File: src/rtl/mem_port_arbiter_pkg.sv
// Shared definitions for the fetch / load-store memory port arbiter.
// Owner encodings and width defaults tied to the core-wide size macros.
`ifndef ADDR_SIZE
`define ADDR_SIZE 32
`endif
`ifndef INSTR_SIZE
`define INSTR_SIZE 32
`endif

package mem_port_arbiter_pkg;

  localparam int ADDR_W_DEF = `ADDR_SIZE;
  localparam int DATA_W_DEF = `INSTR_SIZE;

  typedef enum logic [1:0] {
    OWN_IDLE  = 2'd0,
    OWN_IF_RD = 2'd1,
    OWN_LS_RD = 2'd2
  } owner_e;

endpackage

File: src/rtl/mem_port_arbiter.sv
// Single-port memory arbiter: load/store priority, bounded fetch starvation,
// one-cycle read response routing and flush-aware fetch response dropping.
module mem_port_arbiter
  import mem_port_arbiter_pkg::*;
#(
  parameter int ADDR_W       = ADDR_W_DEF,
  parameter int DATA_W       = DATA_W_DEF,
  parameter int LS_BURST_MAX = 4
) (
  input  logic              clk,
  input  logic              reset,
  input  logic              if_req,
  input  logic [ADDR_W-1:0] if_addr,
  input  logic              if_flush,
  output logic              if_gnt,
  output logic [DATA_W-1:0] if_rdata,
  output logic              if_rvalid,
  input  logic              ls_req,
  input  logic              ls_we,
  input  logic [DATA_W/8-1:0] ls_be,
  input  logic [ADDR_W-1:0] ls_addr,
  input  logic [DATA_W-1:0] ls_wdata,
  output logic              ls_gnt,
  output logic [DATA_W-1:0] ls_rdata,
  output logic              ls_rvalid,
  output logic [ADDR_W-1:0] mem_addr,
  output logic              mem_en,
  output logic              mem_we,
  output logic [DATA_W/8-1:0] mem_be,
  output logic [DATA_W-1:0] mem_wdata,
  input  logic [DATA_W-1:0] mem_rdata
);

  localparam logic [3:0] BURST_MAX = 4'(LS_BURST_MAX);

  owner_e     state_q, state_d;
  logic [3:0] burst_q, burst_d;
  logic       drop_q, drop_d;
  logic       force_if;
  logic       drop_if;

  always_comb begin
    force_if = if_req & (burst_q == BURST_MAX);
    ls_gnt   = ~reset & ls_req & ~force_if;
    if_gnt   = ~reset & if_req & ~ls_gnt;
  end

  always_comb begin
    mem_en    = if_gnt | ls_gnt;
    mem_we    = 1'b0;
    mem_be    = '0;
    mem_addr  = '0;
    mem_wdata = '0;
    if (ls_gnt) begin
      mem_we    = ls_we;
      mem_be    = ls_be;
      mem_addr  = ls_addr;
      mem_wdata = ls_wdata;
    end else if (if_gnt) begin
      mem_be    = '1;
      mem_addr  = if_addr;
    end
  end

  always_comb begin
    burst_d = burst_q;
    if (~if_req | if_gnt) begin
      burst_d = 4'd0;
    end else if (ls_gnt && burst_q != BURST_MAX) begin
      burst_d = burst_q + 4'd1;
    end
  end

  // Owner of next cycle's mem_rdata; stores return nothing.
  always_comb begin
    state_d = OWN_IDLE;
    if (if_gnt) begin
      state_d = OWN_IF_RD;
    end else if (ls_gnt & ~ls_we) begin
      state_d = OWN_LS_RD;
    end
  end

  // A flush kills both the response arriving now and the one issued now.
  always_comb begin
    drop_d  = if_gnt & if_flush;
    drop_if = drop_q | if_flush;
  end

  always_comb begin
    if_rdata  = mem_rdata;
    ls_rdata  = mem_rdata;
    if_rvalid = ~reset & (state_q == OWN_IF_RD) & ~drop_if;
    ls_rvalid = ~reset & (state_q == OWN_LS_RD);
  end

  always_ff @(posedge clk) begin
    if (reset) begin
      state_q <= OWN_IDLE;
      burst_q <= 4'd0;
      drop_q  <= 1'b0;
    end else begin
      state_q <= state_d;
      burst_q <= burst_d;
      drop_q  <= drop_d;
    end
  end

endmodule
File: config.mk
export PLATFORM = sky130hd
export DESIGN_NAME = mem_port_arbiter
export DESIGN_NICKNAME = d
export VERILOG_FILES = /design/src/rtl/mem_port_arbiter_pkg.sv /design/src/rtl/mem_port_arbiter.sv
export SDC_FILE = /design/constraint.sdc
export NUM_CORES = 1
export LEC_CHECK = 0
export ABC_CLOCK_PERIOD_IN_PS = 3500
export BUFFER_PORTS_ARGS = -buffer_cell sky130_fd_sc_hd__buf_2
export CORE_AREA = 2 2 108 110
export DETAILED_ROUTE_END_ITERATION = 12
export DIE_AREA = 0 0 110 112
export GPL_ROUTABILITY_DRIVEN = 1
export PLACE_DENSITY_LB_ADDON = 0.25
export RECOVER_POWER = 25
export SETUP_SLACK_MARGIN = 0.02
export SLEW_MARGIN = 20
export SYNTH_ARGS = -nofsm -noshare
export SYNTH_HDL_FRONTEND = slang
export SYNTH_SLANG_ARGS = --single-unit
export TNS_END_PERCENT = 100
File: constraint.sdc
create_clock -name clk -period 3.5 [get_ports clk]
set_input_delay 0.35 -clock clk [delete_from_list [all_inputs] [get_ports clk]]
set_output_delay 0.35 -clock clk [all_outputs]
set_load 0.03 [all_outputs]
==> flow_summary_export.csv, run 1 <==
group,metric,value,unit
status,status,"finished clean",
cts,cts_made_buffers,3,
cts,post_cts_buffers,0,
yosys,synth_cell_types,22,
pwr,ir_drop,0.000297,V
sta,setup_viol,0,
grt,grt_pass1_wl,8.17,mm
place,gp_congestion,0.648,
sta,hold_viol,0,
sta,fin_setup_tns,0,ns
cts,clk_pin_slew_worst_paths,0.04,ns
critical_path,critical_path_class,"reg2out",
place,dp_hpwl,5.17,mm
critical_path,cpPeakStageDelay,0.44,ns
sta,post-route-min-period,2.60,ns
floorplan,initial_core_util,12.7,%
sta,fin_crit_sh,74.2,%
drt,drt_first_pass_iters,4,
finish,layout_commonest_cell,"buf_2",
job,cap_violations,0,
floorplan,dieHeight,112,um
drt,post_drt_wl_per_cell,14.4,um
yosys,syn_nets,319,
pwr,pwr_density_cell,266,nW/um2
sta,slew_viol_final,0,
yosys,synthCells,179,
cts,cts-root-buf,"clkbuf_16",
yosys,yosys.area.top_type,"buf_4",
grt,grt.total_usage,8.91,%
critical_path,setup.worst_path.start,"burst_q[0]$_SDFFE_PP0P_",
critical_path,cp.required,3.15,ns
cts,hold_buffers,0,
cts,cts_tree,"done",
finish,antenna-diode-count,0,
yosys,ys_seq_area_share,9.86,%
sta,skew,0.000811,ns
floorplan,io_pins,276,
drt,via_count,1587,
finish,area_growth,40.4,%
critical_path,r2r-start,"burst_q[0]$_SDFFE_PP0P_",
yosys,synth.area.top_cells,"buf_4, a22o_1, and2_1",
critical_path,crit_fanout,67,
cts,cts-resized-gates,0,
drt,postRouteAntennaNets,0,
grt,antenna_found_initial,0,
drt,via_per_inst,3.69,
sta,relSlewSlack,46.8,%
yosys,avgSynthCellArea,7.94,um2
floorplan,num_rows,39,
cts,worst_skew_pair.late_latency,0.23,ns
finish,final_layout_size_suffix_gt1_share,65.2,%
drt,drc,0,
floorplan,die-area,12300,um2
pwr,power_leakage,1.20,nW
yosys,ys.warnings.count,0,
cts,htree_levels,1,
yosys,synth_top_area_share,33.8,%
grt,grt_overflow_total,0,
sta,tightestPinTransition,0.799,ns
yosys,synth_area,1420,um2
finish,nets,428,
critical_path,arrival,2.25,ns
sta,rsz0062_at_grt,"no",
min_path,hp-start,"ls_we",
pwr,p_total,0.531,mW
cts,cts_buffer_depth,2,
grt,grt_max_degree,68,
floorplan,die_w,110,um
critical_path,cp-start-kind,"flip-flop",
finish,layout_common_cells,"buf_2, and2_1, a22o_1",
floorplan,core-area,11200,um2
min_path,hp-class,"in2reg",
cts,cts_sinks,7,
yosys,synth-seq-cells,7,
drt,first_iter_violations,22,
grt,first_global_vias,1517,
sta,max_freq,385,MHz
critical_path,crit_slowest_cell,"inv_4",
critical_path,path_cells,"inv_1 -> ha_1 -> and3b_2 -> a21o_4 -> inv_4 -> and2_1 -> buf_2",
place,place.port_buffers,179,
drt,wirelength,6.21,mm
critical_path,cp-end-kind,"primary output",
finish,nFillCells,1296,
[metal layers]
layer  vias up  global-route usage (%)  routed length [um]
li1        753                       -                   -
met1       684                    10.3                2370
met2       111                    12.8                2450
met3        39                    5.62                1170
met4         0                    4.05                 222
met5         -                       0                   0
[power by group]
group	leakage (nW)	switching, mW	total [mW]	internal (mW)
registers	0.0569	0.00104	0.0832	0.0821
logic	1.10	0.156	0.254	0.0986
clock network	0.0382	0.0422	0.194	0.151
total	1.20	0.199	0.531	0.332
[cell usage after synthesis]
master    count
buf_6         7
a22o_1       32
inv_1         5
xor2_1        1
dfxtp_1       7
ha_1          2
xnor2_1       1
nand2b_1      2
nor3b_1       1
a21o_4        1
and2_1       34
buf_2         4
a21o_1        1
o211a_1       2
nor2_1        7
o21a_1        3
buf_4        64
and3b_2       1
inv_4         1
nor4_1        1
nand3_1       1
or3b_2        1
[registers in the layout (all words and copies together) (netlist names)]
| register | cells |
|---|---|
| burst_q | 4 |
| state_q | 2 |
| drop_q | 1 |
[worst max-delay path: cells and delay by family (launching register included)]
family / cells / cell delay [ns]
buf+inv: 3 / 0.75
simple gates: 2 / 0.45
flops: 1 / 0.36
fa+ha+maj: 1 / 0.18
compound gates: 1 / 0.25
[metrics by stage]
stage	hold slack [ns]	utilization, %	worst slack [ns]	instances	area (um2)
6_report	0.301	17.9	0.902	430	2000
4_1_cts	0.298	17.9	0.716	430	2000
5_1_grt	0.313	17.9	0.767	430	2000
3_5_place_dp	0.457	17.2	0.957	426	1920
2_1_floorplan	0.422	-	1.52	179	1420
3_3_place_gp	0.445	17.2	1.04	426	1920
[logic make-up (layout without fill, tap and decap cells)]
| family | Yosys count | count (layout) | synth area share [%] |
|---|---|---|---|
| simple gates | 48 | 48 | 20.3 |
| compound gates | 39 | 39 | 24.3 |
| flops | 7 | 7 | 9.86 |
| xor+xnor | 2 | 2 | 1.23 |
| buf+inv | 81 | 189 | 42.5 |
| fa+ha+maj | 2 | 2 | 1.76 |
[area by class of cell]
type	count	area [um2]	share of cell area (%)
flip-flops and latches	7	140	7.02
inverters	6	25.0	1.25
well taps	143	179	8.97
clock buffers	4	78.8	3.95
multi-input cells	91	677	33.9
repair buffers	179	896	44.9
[worst paths after layout]
kind / end / slack (ns) / cells past startpoint
max reg2reg: drop_q$_SDFF_PP0_ / 1.79 / 5
max: mem_wdata[29] / 0.90 / 7
min: state_q[1]$_SDFF_PP0_ / 0.30 / 2
min reg2reg: burst_q[0]$_SDFFE_PP0P_ / 0.47 / 1
(Power assumes the default switching activity.)
==> inputs of run 2 (changes only) <==
Settings changed: ABC_AREA set to 1, ABC_CLOCK_PERIOD_IN_PS 3500 to 2500, CORE_AREA 2 2 108 110 to 2 2 106 108, DIE_AREA 0 0 110 112 to 0 0 108 110.
Clock period 3.5 ns to 2.5 ns, I/O delays scaled along.
==> run 2 against run 1 <==
Synthesized area up 19%. Clock-buffer cell count is the same. Non-clock buffer count rose by 4. First-iteration DRC count increased to 3.2 times the previous value. Sequential cell count is the same. Cell count rose by 26%. Highest routed layer unchanged. Clock skew rose by 0.0029 ns. Critical endpoint is now mem_wdata[11]. Hold slack worse by 0.11 ns. Synthesized cell count increased by 63%. Worst setup slack lost 0.57 ns. Cell area is 11% higher. Via count increased by 31%.
==> flow_summary_export.csv, run 2 <==
group,metric,value,unit
status,status,"finished clean",
min_path,hp-class,"in2reg",
pwr,p_comb_share,57.7,%
sta,rsz0062_at_grt,"no",
finish,largest_reg_flops,4,
sta,setup_viol,0,
critical_path,cp-start-kind,"flip-flop",
pwr,power_leakage,1.53,nW
yosys,synth_area,1690,um2
cts,cts-root-buf,"clkbuf_8",
sta,max_freq,461,MHz
pwr,intPower,0.356,mW
drt,wl_met2,2.98,mm
sta,relSlewSlack,71.3,%
finish,antenna-diode-count,0,
cts,cts_made_buffers,3,
drt,post_drt_wl_per_cell,10.5,um
yosys,synth_common_cells,"nand3_1, buf_4, inv_1",
yosys,synthCells,292,
finish,final_layout_size_suffix_gt1_share,48.0,%
yosys,ys_seq_area_share,8.29,%
cts,post_cts_buffers,0,
critical_path,setup.worst_path.start,"burst_q[0]$_SDFFE_PP0P_",
critical_path,r2r_slack,0.88,ns
place,place.port_buffers,179,
yosys,synth-edff-count,0,
yosys,postSynth.asyncResetShare,0,%
floorplan,core-area,10700,um2
critical_path,r2r-start,"burst_q[0]$_SDFFE_PP0P_",
finish,layout_common_cells,"buf_2, nand3_1, inv_1",
finish,area_growth,31.4,%
floorplan,die_w,108,um
floorplan,initial_core_util,15.8,%
place,dp_slack,0.487,ns
pwr,pwr_density_cell,286,nW/um2
pwr,p_seq_share,18.3,%
yosys,synth.area.top_cells,"buf_4, nand3_1, inv_1",
pwr,p_total,0.635,mW
yosys,yosys.area.top_type,"buf_4",
place,dp_hpwl,4.78,mm
drt,drt_first_pass_iters,4,
floorplan,io_pins,276,
critical_path,reg2reg_depth,5,
floorplan,die-area,11900,um2
grt,grt_overflow_total,0,
sta,tightestPinTransition,0.429,ns
yosys,synth_cell_types,20,
sta,post-route-min-period,2.17,ns
drt,wirelength_met1,1.92,mm
cts,cts_sinks,7,
critical_path,crit_fanout,35,
drt,routed-wl-met3,633,um
place,post_dp_cell_area,2180,um2
finish,fin_area,2220,um2
sta,slew_viol_final,0,
pwr,netSwitchingPower,0.280,mW
finish,utilization,20.8,%
drt,drc,0,
drt,first_iter_violations,71,
drt,via_count,2074,
yosys,synth_ff_type,"dfxtp_1",
grt,first_global_vias,1657,
job,cap_violations,0,
finish,top_regs,"burst_q: 4 flops, state_q: 2 flops, drop_q: 1 flops",
yosys,ys.warnings.count,0,
critical_path,cp.required,2.25,ns
critical_path,arrival,1.92,ns
pwr,switching_share,44.0,%
yosys,avgSynthCellArea,5.79,um2
critical_path,endpoint,"mem_wdata[11]",
drt,wirelength,5.66,mm
floorplan,dieHeight,110,um
critical_path,r2r-end,"state_q[1]$_SDFF_PP0_",
grt,grt.total_usage,7.97,%
cts,cts_tree,"done",
sta,setup_slack,0.329,ns
grt,grt_max_degree,37,
sta,fin_crit_sh,86.8,%
grt,antenna_found_initial,0,
floorplan,num_rows,38,
cts,worst_skew_pair.late_latency,0.22,ns
critical_path,critical_path_class,"reg2out",
finish,top_register,"burst_q",
place,gp_congestion,0.653,
critical_path,cp-end-kind,"primary output",
cts,cts-resized-gates,0,
sta,hold_viol,0,
sta,fin_setup_tns,0,ns
drt,routed.top_layer,"met4",
yosys,synth_top_area_share,30.2,%
yosys,synth.most_common_cell,"nand3_1",
cts,htree_levels,1,
cts,hold_buffers,0,
pwr,ir_drop,0.000178,V
grt,grt_pass1_wl,7.58,mm
sta,skew,0.00370,ns
finish,nets,541,
cts,cts_buffer_depth,2,
drt,via_per_inst,3.84,
pwr,clkPwrFrac,24.0,%
drt,postRouteAntennaNets,0,
finish,layout_commonest_cell,"buf_2",
yosys,synth-seq-cells,7,
cts,clk_pin_slew_worst_paths,0.04,ns
yosys,syn_nets,432,
-- run 2: through the flow --
step / hold WS, ns / std cells
floorplan: 0.322 / 292
global placement: 0.430 / 536
detailed placement: 0.423 / 536
CTS: 0.188 / 540
global route: 0.191 / 540
finish: 0.194 / 540
-- run 2: cell type report --
| class | count | area [um2] |
|---|---|---|
| flip-flops and latches | 7 | 140 |
| inverters | 44 | 165 |
| multi-input cells | 162 | 769 |
| clock buffers | 4 | 45.0 |
| fillers | 1231 | 8480 |
| repair buffers | 183 | 926 |
| well taps | 140 | 175 |
-- run 2: how the worst min path moves through the flow --
stage | start | cells past startpoint | endpoint | slack [ns]
finish | ls_we | 2 | state_q[1]$_SDFF_PP0_ | 0.19
global route | ls_we | 2 | state_q[1]$_SDFF_PP0_ | 0.19
CTS | ls_we | 2 | state_q[1]$_SDFF_PP0_ | 0.19
detailed placement | ls_we | 2 | state_q[1]$_SDFF_PP0_ | 0.42
global placement | ls_we | 2 | state_q[1]$_SDFF_PP0_ | 0.43
floorplan | ls_we | 1 | state_q[1]$_SDFF_PP0_ | 0.32
-- run 2: worst max-delay path, stage by stage (launching register included) --
cell and delay, ns:
dfxtp_1 0.33, inv_1 0.06, ha_1 0.22, nand4_4 0.37, nand2_4 0.43, nor2_1 0.07
buf_2 0.19
-- run 2: layer usage --
| layer | track usage [%] | vias up |
|---|---|---|
| li1 | - | 1053 |
| met1 | 7.94 | 851 |
| met2 | 16.7 | 153 |
| met4 | 2.20 | 0 |
| met3 | 1.35 | 17 |
| met5 | 0 | - |
-- run 2: cell families after synthesis --
| family | Yosys count | share of synthesized area [%] |
|---|---|---|
| flops | 7 | 8.29 |
| compound gates | 1 | 0.296 |
| buf+inv | 123 | 46.2 |
| xor+xnor | 1 | 0.518 |
| fa+ha+maj | 2 | 1.48 |
| simple gates | 158 | 43.2 |
-- run 2: power by group through the flow --
stage | Combinational (mW) | Sequential [mW] | Clock, mW
2_1_floorplan | 0.418 | 0.118 | 0
3_3_place_gp | 0.371 | 0.118 | 0
3_5_place_dp | 0.372 | 0.118 | 0
4_1_cts | 0.373 | 0.116 | 0.158
5_1_grt | 0.400 | 0.117 | 0.165
6_report | 0.366 | 0.116 | 0.153
==> inputs of run 3 (changes only) <==
Settings changed: ABC_AREA 1 to 0, TNS_END_PERCENT 100 to unset.
==> run 3 against run 2 <==
Clock power is essentially flat. Via count down 24%. Cell count decreased by 21%. Maximum frequency fell by 5.8%. Routed wire length down 2.0%. Global-route usage decreased by 0.38 points. Sequential power barely moved. Hold slack improved by 0.028 ns. Clock-buffer cell count stayed put. Critical path depth is 2 higher. Register-to-register slack hardly changed. Critical path type unchanged. Highest routed layer unchanged.
==> flow_summary_export.csv, run 3 (synthesis results as in run 1) <==
group,metric,value,unit
status,status,"finished clean",
grt,grt.total_usage,7.59,%
critical_path,crit_slowest_cell,"dfxtp_1",
sta,slew_viol_final,0,
sta,setup_slack,0.195,ns
critical_path,cp-end-kind,"primary output",
cts,cts_tree,"done",
cts,cts-root-buf,"clkbuf_8",
grt,antenna_found_initial,0,
drt,drc,0,
cts,cts-resized-gates,0,
critical_path,r2r-end,"drop_q$_SDFF_PP0_",
critical_path,r2r_slack,0.87,ns
place,dp_hpwl,4.65,mm
min_path,hp-class,"in2reg",
sta,setup_viol,0,
critical_path,arrival,2.06,ns
sta,skew,0.00418,ns
floorplan,die_w,108,um
sta,hold_viol,0,
place,gp_congestion,0.638,
finish,utilization,18.6,%
pwr,ir_drop,0.000282,V
sta,post-route-min-period,2.31,ns
job,cap_violations,0,
drt,wirelength,5.54,mm
place,place.port_buffers,179,
cts,hold_buffers,0,
cts,htree_levels,1,
finish,layout_common_cells,"buf_2, and2_1, a22o_1",
critical_path,critical_path_class,"reg2out",
cts,clk_pin_slew_worst_paths,0.04,ns
place,dp_cells,425,
finish,stdcell_count,429,
critical_path,crit_fanout,38,
pwr,power_leakage,1.20,nW
finish,largest_reg_flops,4,
drt,post_drt_wl_per_cell,12.9,um
grt,grt_pass1_wl,7.16,mm
finish,layout_commonest_cell,"buf_2",
critical_path,crit_family,"buffers and inverters",
sta,fin_crit_sh,92.2,%
critical_path,crit_buf_inv,4,
finish,top_register,"burst_q",
floorplan,dieHeight,110,um
floorplan,die-area,11900,um2
critical_path,cp.required,2.25,ns
place,dp_slack,0.327,ns
sta,rsz0062_at_grt,"no",
critical_path,cp-start-kind,"flip-flop",
pwr,p_total,0.627,mW
cts,cts_made_buffers,3,
finish,area_growth,39.9,%
critical_path,setup.worst_path.start,"burst_q[0]$_SDFFE_PP0P_",
finish,top_regs,"burst_q: 4 flops, state_q: 2 flops, drop_q: 1 flops",
grt,grt_max_degree,39,
floorplan,num_rows,38,
finish,final_layout_size_suffix_gt1_share,65.1,%
cts,cts_buffer_depth,2,
floorplan,core-area,10700,um2
sta,relSlewSlack,73.7,%
drt,postRouteAntennaNets,0,
finish,nets,430,
sta,fin_setup_tns,0,ns
grt,first_global_vias,1455,
cts,cts_sinks,7,
grt,grt_overflow_total,0,
cts,post_cts_buffers,0,
critical_path,path_depth,8,
critical_path,cpPeakStageDelay,0.36,ns
critical_path,r2r-start,"burst_q[0]$_SDFFE_PP0P_",
drt,via_per_inst,3.68,
critical_path,path_cells,"inv_1 -> ha_1 -> and3b_2 -> a21o_4 -> inv_6 -> buf_12 -> a22o_1 -> buf_2",
finish,antenna-diode-count,0,
floorplan,io_pins,276,
drt,via_count,1580,
critical_path,reg2reg_depth,6,
cts,worst_skew_pair.late_latency,0.22,ns
sta,max_freq,434,MHz
finish,nFillCells,1240,
drt,drt_first_pass_iters,4,
drt,first_iter_violations,28,
sta,tightestPinTransition,0.395,ns
critical_path,endpoint,"mem_addr[21]",
floorplan,initial_core_util,13.3,%
pwr,pwr_density_cell,316,nW/um2
run 3: changes by cell type in the layout (fill, tap and decap cells not counted), sizes merged, moves of 3 or more:
| cell | delta |
|---|---|
| a22o | +32 |
| and2 | +34 |
| inv | -38 |
| nand2 | -42 |
| nand3 | -70 |
| nor2 | -34 |
| o21a | +3 |
run 3: how the worst min path moves through the flow:
stage	from	slack (ns)	to	depth (start not counted)
floorplan	ls_we	0.32	state_q[1]$_SDFF_PP0_	1
global placement	burst_q[0]$_SDFFE_PP0P_	0.45	burst_q[0]$_SDFFE_PP0P_	1
detailed placement	burst_q[0]$_SDFFE_PP0P_	0.46	burst_q[0]$_SDFFE_PP0P_	1
CTS	ls_we	0.24	state_q[1]$_SDFF_PP0_	2
global route	ls_we	0.23	state_q[1]$_SDFF_PP0_	2
finish	ls_we	0.22	state_q[1]$_SDFF_PP0_	2
run 3: stage by stage:
stage	hold slack (ns)	area, um2
6_report	0.223	1990
5_1_grt	0.232	1990
4_1_cts	0.238	1990
3_5_place_dp	0.459	1940
3_3_place_gp	0.447	1940
2_1_floorplan	0.322	1420
run 3: final cells by class:
type                            count  area, um2  area share, %
Timing Repair Buffer              181        923           46.4
Inverter                            6       27.5           1.38
Tap cell                          140        175           8.81
Clock buffer                        4       45.0           2.27
Multi-Input combinational cell     91        677           34.0
Sequential cell                     7        140           7.05
run 3: power breakdown:
group	internal, mW	leakage (nW)	total (mW)	switching [mW]
registers	0.115	0.0569	0.116	0.00146
logic	0.142	1.12	0.356	0.214
clock network	0.110	0.0228	0.155	0.0451
total	0.367	1.20	0.627	0.260
run 3: metal layers:
metal  global-route usage (%)  wire [um]
met1                     7.55       1850
met2                     15.2       2960
met3                     2.23        642
met4                     2.01         87
met5                        0          0
